### config.mk
export PLATFORM = sky130hd
export DESIGN_NAME = drone_plant
export DESIGN_NICKNAME = d
export VERILOG_FILES = /design/src/rtl/drone_plant.sv
export SDC_FILE = /design/constraint.sdc
export NUM_CORES = 1
export LEC_CHECK = 0
export ABC_AREA = 1
export ABC_CLOCK_PERIOD_IN_PS = 1700
export CAP_MARGIN = 30
export CORE_MARGIN = 5
export CORE_UTILIZATION = 40
export DETAILED_ROUTE_END_ITERATION = 12
export PLACE_DENSITY = 0.79
export REMOVE_ABC_BUFFERS = 1
export SLEW_MARGIN = 20
export SYNTH_ARGS = -nofsm -noshare
export SYNTH_HDL_FRONTEND = slang
export SYNTH_SLANG_ARGS = --single-unit
### constraint.sdc
create_clock -name clk -period 1.7 [get_ports clk]
set_input_delay 0.34 -clock clk [delete_from_list [all_inputs] [get_ports clk]]
set_output_delay 0.34 -clock clk [all_outputs]
set_load 0.05 [all_outputs]
### src/rtl/drone_plant.sv
// Shaft-and-payload model that answers the drone delivery controller.
// Tracks cage position, runs the timed payload release, and flags protocol violations.
module drone_plant #(
   parameter int TRAVEL_CYCLES = 8,
   parameter int DROP_CYCLES   = 3,
   parameter int POS_W         = 4,
   parameter int CNT_W         = 4
) (
   input  logic             clk,
   input  logic             rst_n,
   input  logic [1:0]       motor,
   input  logic [1:0]       drop,
   output logic [1:0]       floor,
   output logic [1:0]       fs,
   output logic [POS_W-1:0] pos,
   output logic             fault,
   output logic [CNT_W-1:0] dcnt5,
   output logic [CNT_W-1:0] dcnt6
);

   localparam int TW = $clog2(DROP_CYCLES + 1);
   localparam logic [POS_W-1:0] TOP       = POS_W'(TRAVEL_CYCLES);
   localparam logic [TW-1:0]    DROP_DONE = TW'(DROP_CYCLES);

   typedef enum logic [1:0] {IDLE, DROPPING, WAIT_RELEASE} state_e;

   state_e           state_q, state_d;
   logic [TW-1:0]    timer_q, timer_d;
   logic             sel_q, sel_d;
   logic [POS_W-1:0] pos_q, pos_d;
   logic [1:0]       fs_q, fs_d;
   logic             fault_q, fault_d;
   logic [CNT_W-1:0] dcnt5_q, dcnt5_d;
   logic [CNT_W-1:0] dcnt6_q, dcnt6_d;

   logic motorIdle, badDrop, legalDrop, viol, fire;

   assign floor = {pos_q == TOP, pos_q == '0};
   assign pos   = pos_q;
   assign fs    = fs_q;
   assign fault = fault_q;
   assign dcnt5 = dcnt5_q;
   assign dcnt6 = dcnt6_q;

   always_comb begin
      state_d  = state_q;
      timer_d  = timer_q;
      sel_d    = sel_q;
      pos_d    = pos_q;
      fs_d     = 2'b00;
      dcnt5_d  = dcnt5_q;
      dcnt6_d  = dcnt6_q;
      fire     = 1'b0;

      motorIdle = (motor == 2'b00);
      badDrop   = (drop == 2'b11) | (drop[0] & ~floor[0]) | (drop[1] & ~floor[1]);
      legalDrop = (drop != 2'b00) & ~badDrop;
      viol      = (motor == 2'b11) | badDrop;

      // A motor command in the same cycle as a valid drop request wins as a violation
      unique case (state_q)
         IDLE: begin
            if (legalDrop) begin
               if (motorIdle) begin
                  sel_d   = drop[1];
                  timer_d = TW'(1);
                  if (DROP_DONE == TW'(1)) fire = 1'b1;
                  else                     state_d = DROPPING;
               end else begin
                  viol = 1'b1;
               end
            end
         end
         DROPPING: begin
            if (!motorIdle) begin
               state_d = IDLE;
               timer_d = '0;
               viol    = 1'b1;
            end else if (!drop[sel_q]) begin
               state_d = IDLE;
               timer_d = '0;
            end else begin
               timer_d = timer_q + TW'(1);
               if (timer_d == DROP_DONE) fire = 1'b1;
            end
         end
         WAIT_RELEASE: begin
            if (drop == 2'b00) begin
               state_d = IDLE;
               timer_d = '0;
            end
         end
         default: state_d = IDLE;
      endcase

      if (fire) begin
         state_d = WAIT_RELEASE;
         fs_d    = sel_d ? 2'b10 : 2'b01;
         if (sel_d) begin
            if (dcnt6_q != '1) dcnt6_d = dcnt6_q + CNT_W'(1);
         end else begin
            if (dcnt5_q != '1) dcnt5_d = dcnt5_q + CNT_W'(1);
         end
      end

      if (motor == 2'b01 && pos_q != TOP)      pos_d = pos_q + POS_W'(1);
      else if (motor == 2'b10 && pos_q != '0)  pos_d = pos_q - POS_W'(1);

      fault_d = fault_q | viol;
   end

   always_ff @(posedge clk) begin
      if (!rst_n) begin
         state_q <= IDLE;
         timer_q <= '0;
         sel_q   <= 1'b0;
         pos_q   <= '0;
         fs_q    <= 2'b00;
         fault_q <= 1'b0;
         dcnt5_q <= '0;
         dcnt6_q <= '0;
      end else begin
         state_q <= state_d;
         timer_q <= timer_d;
         sel_q   <= sel_d;
         pos_q   <= pos_d;
         fs_q    <= fs_d;
         fault_q <= fault_d;
         dcnt5_q <= dcnt5_d;
         dcnt6_q <= dcnt6_d;
      end
   end

endmodule

; ---- Word level (Yosys, flattened, before mapping)
; Cells that the tools add are included.
[op_classes]
n_addsub = 5
n_reduce_logical = 17
bitwise = 12
shifts = 0
mul = 0
div = 0
muxes = 25
n_eq_ne = 19
magnitude_cmp = 1
[op_table]
columns = op, n
row1 = $mux 2, 9
row2 = $ne 4x4->1 const B, 4
row3 = $add 4x1->4 const B, 3
row4 = $ne 3x3->1 const B, 4
row5 = $pmux 2 s3, 2
row6 = $reduce_and 4->1, 3
row7 = $mux 1, 11
row8 = $eq 2x2->1 const B, 5
row9 = $mux 4, 2
row10 = $logic_not 2->1, 3
row11 = $ne 2x2->1 const B, 3
row12 = $reduce_and 3->1, 2
row13 = $not 1->1, 5
row14 = $eq 2x1->1 const B, 2
row15 = $eq 4x4->1 const B, 1
row16 = $logic_not 4->1, 1
row17 = $or 1x1->1, 4
row18 = $reduce_bool 2->1, 2
row19 = $reduce_bool 4->1, 1
row20 = $sub 4x1->4 const B, 1
row21 = $and 1x1->1, 3
row22 = $reduce_bool 3->1, 1
row23 = $add 2x1->2 const B, 1
row24 = $logic_and 1x1->1, 2
row25 = other kinds (4), 4
[totals]
rom_bits = 0
reg_bits = 20
output_inout_bits = 17
word_cells = 88
latch_bits = 0
memories = 0
ramBits = 0

; ---- Longest topological paths before layout
[depth]
depth_word = 11
depth_mapped = 13
ltp_nobuf = 12

; ---- Worst setup path before layout
; OpenSTA, ideal clock, no wires.
[synth_path]
path_type = register to register
startpoint = reg pos_q[0] (netlist: pos[0])
endpoint = reg pos_q[3] (netlist: pos[3])
setup_slack_ns = -0.490
arrival_time_ns = 2.042
stages_incl_launch_ff = 11
setup_time_ns = 0.148
path_cell_list = dfxtp_1 nor2_4 nand3_1 nand3_1 ha_1 a21oi_1 nand2_1 o21ai_0 a21oi_1 o21ai_1 a21oi_1
[synth_between]
elab_chain_cells = 3
word_cells_on_any_way = 9
classes_between = 2 x add/sub / 1 x eq/ne / 2 x mux / 4 x reduce/logical
[synth_lines]
columns = element, line_no
row1 = start: declaration, 30  ; logic [POS_W-1:0] pos_q, pos_d;
row2 = start signal: assignment, 126  ; pos_q <= pos_d;
row3 = "$sub 4x1->4, or another cell as far along", 107  ; else if (motor == 2'b10 && pos_q != '0) pos_d = pos_q - POS_W'(1);
row4 = "$mux 4, or another cell as far along", 107
row5 = $mux 4 / $reduce_bool 2->1 (equally long branches), n/a
; Several ways; a longest one is shown, not always the timed one. The select of a mux whose other input is x is not followed.
; A chain may end at the register's enable or synchronous reset.

; ---- Final worst setup path
[layout_path]
startpoint = reg pos_q[3] (netlist: pos[3])
endpoint = reg sel_q
[layout_between]
elab_chain_cells = 9
word_cells_on_any_way = 12
classes_between = 1 x eq/ne / 2 x mux / 8 x bitwise / 1 x reduce/logical
[layout_lines]
columns = element, line_no
row1 = $logic_not 4->1, 38  ; assign floor = {pos_q == TOP, pos_q == '0};
row2 = $not 1->1, 56  ; badDrop = (drop == 2'b11) | (drop[0] & ~floor[0]) | (drop[1] & ~floor[1]);
row3 = $and 1x1->1, 56
row4 = $or 1x1->1, 56
row5 = $or 1x1->1 (*), 56
row6 = $not 1->1 (*), 57  ; legalDrop = (drop != 2'b00) & ~badDrop;
row7 = $and 1x1->1 (*), 57
row8 = $mux 1 (*), 63  ; if (legalDrop) begin
row9 = $mux 1 (*), 61  ; unique case (state_q)
row10 = end signal: assignment, 125  ; sel_q <= sel_d;
row11 = end: declaration, 29  ; logic sel_q, sel_d;
; Every way passes the cells marked *; elsewhere a longest branch is shown, timed or not.

==> impl_metrics.tcl <==
set metrics [dict create \
    result_of_the_run "finished, violations left" \
    failed_checks "setup timing" \
    synth_cells 153 \
    core.rowCount 19 \
    power.share.switching 0.382 \
    ioPinCount 23 \
    rsz0062_at_grt "yes" \
    leakage_nw 0.813 \
    detail_route.iter0.violations 36 \
    firstDrtPassIters 4 \
    grt_start_max_net_pins 13 \
    p_int_w 0.000926 \
    gr_util_met3 0.0195 \
    postSynth.asyncResetShare 0 \
    worst_slew_margin_rel 0.692 \
    maximum_root_to_sink_buffer_count 2 \
    power.combinational.fraction 0.506 \
    final.setup.tns_ns -0.0280 \
    finalCritPeriodShare 1.01 \
    cts.sink_count 20 \
    layout_common_cells "buf_4 (34), nand2_1 (24), inv_1 (18)" \
    number_of_enable_type_register_cells_in_the_synthesized_netlist 0 \
    synth_area_per_cell_um2 7.36 \
    grt_overflow_total 0 \
    share_of_total_power_in_sequential_cells 0.347 \
    synth_flop_type "dfxtp_1" \
    placement.io_buffers 22 \
    max_slew.worst_pin.slew_ns 0.462 \
    post_route_cells_drive_above_1_share 0.424 \
    hold_class "reg2reg" \
    whs_ns 0.483 \
    detail_route.drc_violations 0 \
    die-width_um 63.1 \
    post_synthesis_cell_area_mm2 0.00113 \
    end_kind "flip-flop" \
    gp_congestion 0.787 \
    antenna_found_initial 0 \
    yosys_synthesis_warning_count 0 \
    synthDominantCellAreaShare 0.356 \
    synth-seq-area-share 0.356 \
    grt.met2_usage 0.264 \
    net-switching-power_w 0.000571 \
    timing.critical_path.fanout_max 5 \
    first_global_vias 1104 \
    yosys.area.top_type "dfxtp_1" \
    seq_area_um2 404 \
    worstSetupStartpointType "flip-flop" \
    initial_standard_cell_utilization_of_the_core 0.412 \
    area.growth.synth_to_final_pct 59.7 \
    fin_ws_ns -0.0159 \
    layoutNonFillerInstCount 234 \
    mostFrequentLayoutCell "buf_4" \
    setup_crit_path_kind "reg2reg" \
    clockPowerShare 0.147 \
    worst_clock_skew_ns 0.00637 \
    gr-usage-met1 0.165 \
    placeableCoreArea_mm2 0.00273 \
    filler_cell_count 229 \
    floorplan.die_area_mm2 0.00398 \
    finalCriticalPeriod_ns 1.72 \
    cts_hold_buf 0 \
    grt_pass1_wl_mm 4.65 \
    cellPowerDensity_mw_per_mm2 833 \
    ys_top_cells_by_area "dfxtp_1 (36%), nand2_1 (9.3%), a21oi_1 (7.6%)" \
    avgViaCountPerCell 5.23 \
    synth_cell_type_count 27 \
    detailroute.via_count 1223 \
    clk_latency_ns 0.30 \
    fin_nets 217 \
    die_height_um 63.1 \
    dp_hpwl_mm 2.16 \
    clockRootBuffer "clkbuf_4" \
    area_occupied_by_multi_input_gates_um2 756 \
    final_slew_violations 0 \
    dp_cells 223 \
    ys_seq_elements 20 \
    drv.max_cap_violation_count 0 \
    clock_h_tree_levels 1 \
    ir_worst_vdd_mv 0.762 \
    groute.usage.overall 0.145 \
    dp_worst_setup_slack_ns -0.515 \
    tritoncts "built" \
    setup_viol_count_final 2 \
    max_clock_freq_ghz 0.583 \
    drtAntennaViolNets 0 \
    routed_wire_length_per_instance_um 14.1 \
    cp_data_required_time_ns 1.88 \
    cts.clk_slew.worst_paths_ns 0.11 \
    wl_mm 3.30 \
    arrival_time_of_data_at_the_critical_path_endpoint_ns 1.90 \
    final_core_util 0.658 \
    number_of_buffers_created_by_cts 3 \
    final_hold_viol_count 0 \
    globalRoute.busiestLayer "met2" \
    insertedDiodeCount 0 \
]
==> Yosys cell counts, drive strengths merged (2+ instances only) <==
cell	instances
a21oi	17
a31oi	3
clkbuf	2
dfxtp	20
ha	5
inv	21
nand2	32
nand3	15
nand4	5
nor2	15
nor3	2
o21ai	7
xor2	2
==> sequential cells by signal, indices dropped and copies added (netlist names) <==
name	cells
dcnt5	4
dcnt6	4
pos	4
fs	2
state_q	2
timer_q	2
fault	1
sel_q	1
==> worst max-delay path: stages (launching register included) <==
cell     delay (ns)
dfxtp_2        0.35
buf_6          0.13
nor2_4         0.13
nand2_4        0.07
nand2_2        0.06
nand2_2        0.05
nand2_2        0.10
nand4_1        0.20
nand2_4        0.16
buf_12         0.12
buf_4          0.10
buf_4          0.09
nor2_2         0.03
==> cell families after synthesis <==
logic type,count (synthesis),synth area share
xor+xnor,3,0.0233
fa+ha+maj,6,0.0733
buf+inv,24,0.0867
flops,20,0.356
simple gates,70,0.292
compound gates,30,0.169
==> power by group through the flow <==
| stage | Combinational, W | Sequential, W | Clock (W) |
|---|---|---|---|
| after detailed placement | 0.000549 | 0.000523 | 0 |
| after CTS | 0.000586 | 0.000513 | 0.000228 |
| after global placement | 0.000532 | 0.000522 | 0 |
| final | 0.000757 | 0.000520 | 0.000220 |
| after global routing | 0.000805 | 0.000523 | 0.000247 |
| after floorplan | 0.000221 | 0.000601 | 0 |
==> routing by layer <==
| metal | routed length (um) | part of all wire | vias to the layer above |
|---|---|---|---|
| met4 | 105 | 0.032 | 0 |
| met2 | 1790 | 0.54 | 38 |
| met5 | 0 | 0 | - |
| li1 | - | - | 610 |
| met1 | 1260 | 0.38 | 565 |
| met3 | 148 | 0.045 | 10 |
==> final timing paths <==
kind | startpoint | to | slack [ns] | cells past startpoint
worst max-delay path | pos[3]$_SDFFE_PN0P_ | sel_q$_SDFF_PN0_ | -0.02 | 12
worst min-delay path | timer_q[1]$_SDFFE_PN0P_ | timer_q[1]$_SDFFE_PN0P_ | 0.48 | 2
worst max register to register | pos[3]$_SDFFE_PN0P_ | sel_q$_SDFF_PN0_ | -0.02 | 12
worst min register to register | timer_q[1]$_SDFFE_PN0P_ | timer_q[1]$_SDFFE_PN0P_ | 0.48 | 2
==> area by class of cell <==
type                       count  area share
multi-input combinational    109       0.420
sequential                    20       0.225
tap                           31      0.0216
inverter                      21      0.0452
timing repair buffer          50       0.276
clock buffer                   3      0.0125
==> timing repair <==
| item | in CTS | in global routing |
|---|---|---|
| pin swaps | 1 | 12 |
| endpoints found under the setup margin | 4 | 12 |
| setup buffers | 2 | 6 |
| gates resized for setup | 7 | 34 |
| endpoints found under the hold margin | 0 | 0 |
==> metrics by stage <==
stage          total power [W]  instance area (um^2)
6_report               0.00150                  1800
5_1_grt                0.00158                  1800
4_1_cts                0.00133                  1620
3_5_place_dp           0.00107                  1550
3_3_place_gp           0.00105                  1550
2_1_floorplan         0.000822                  1110
(Power assumes the default switching activity.)
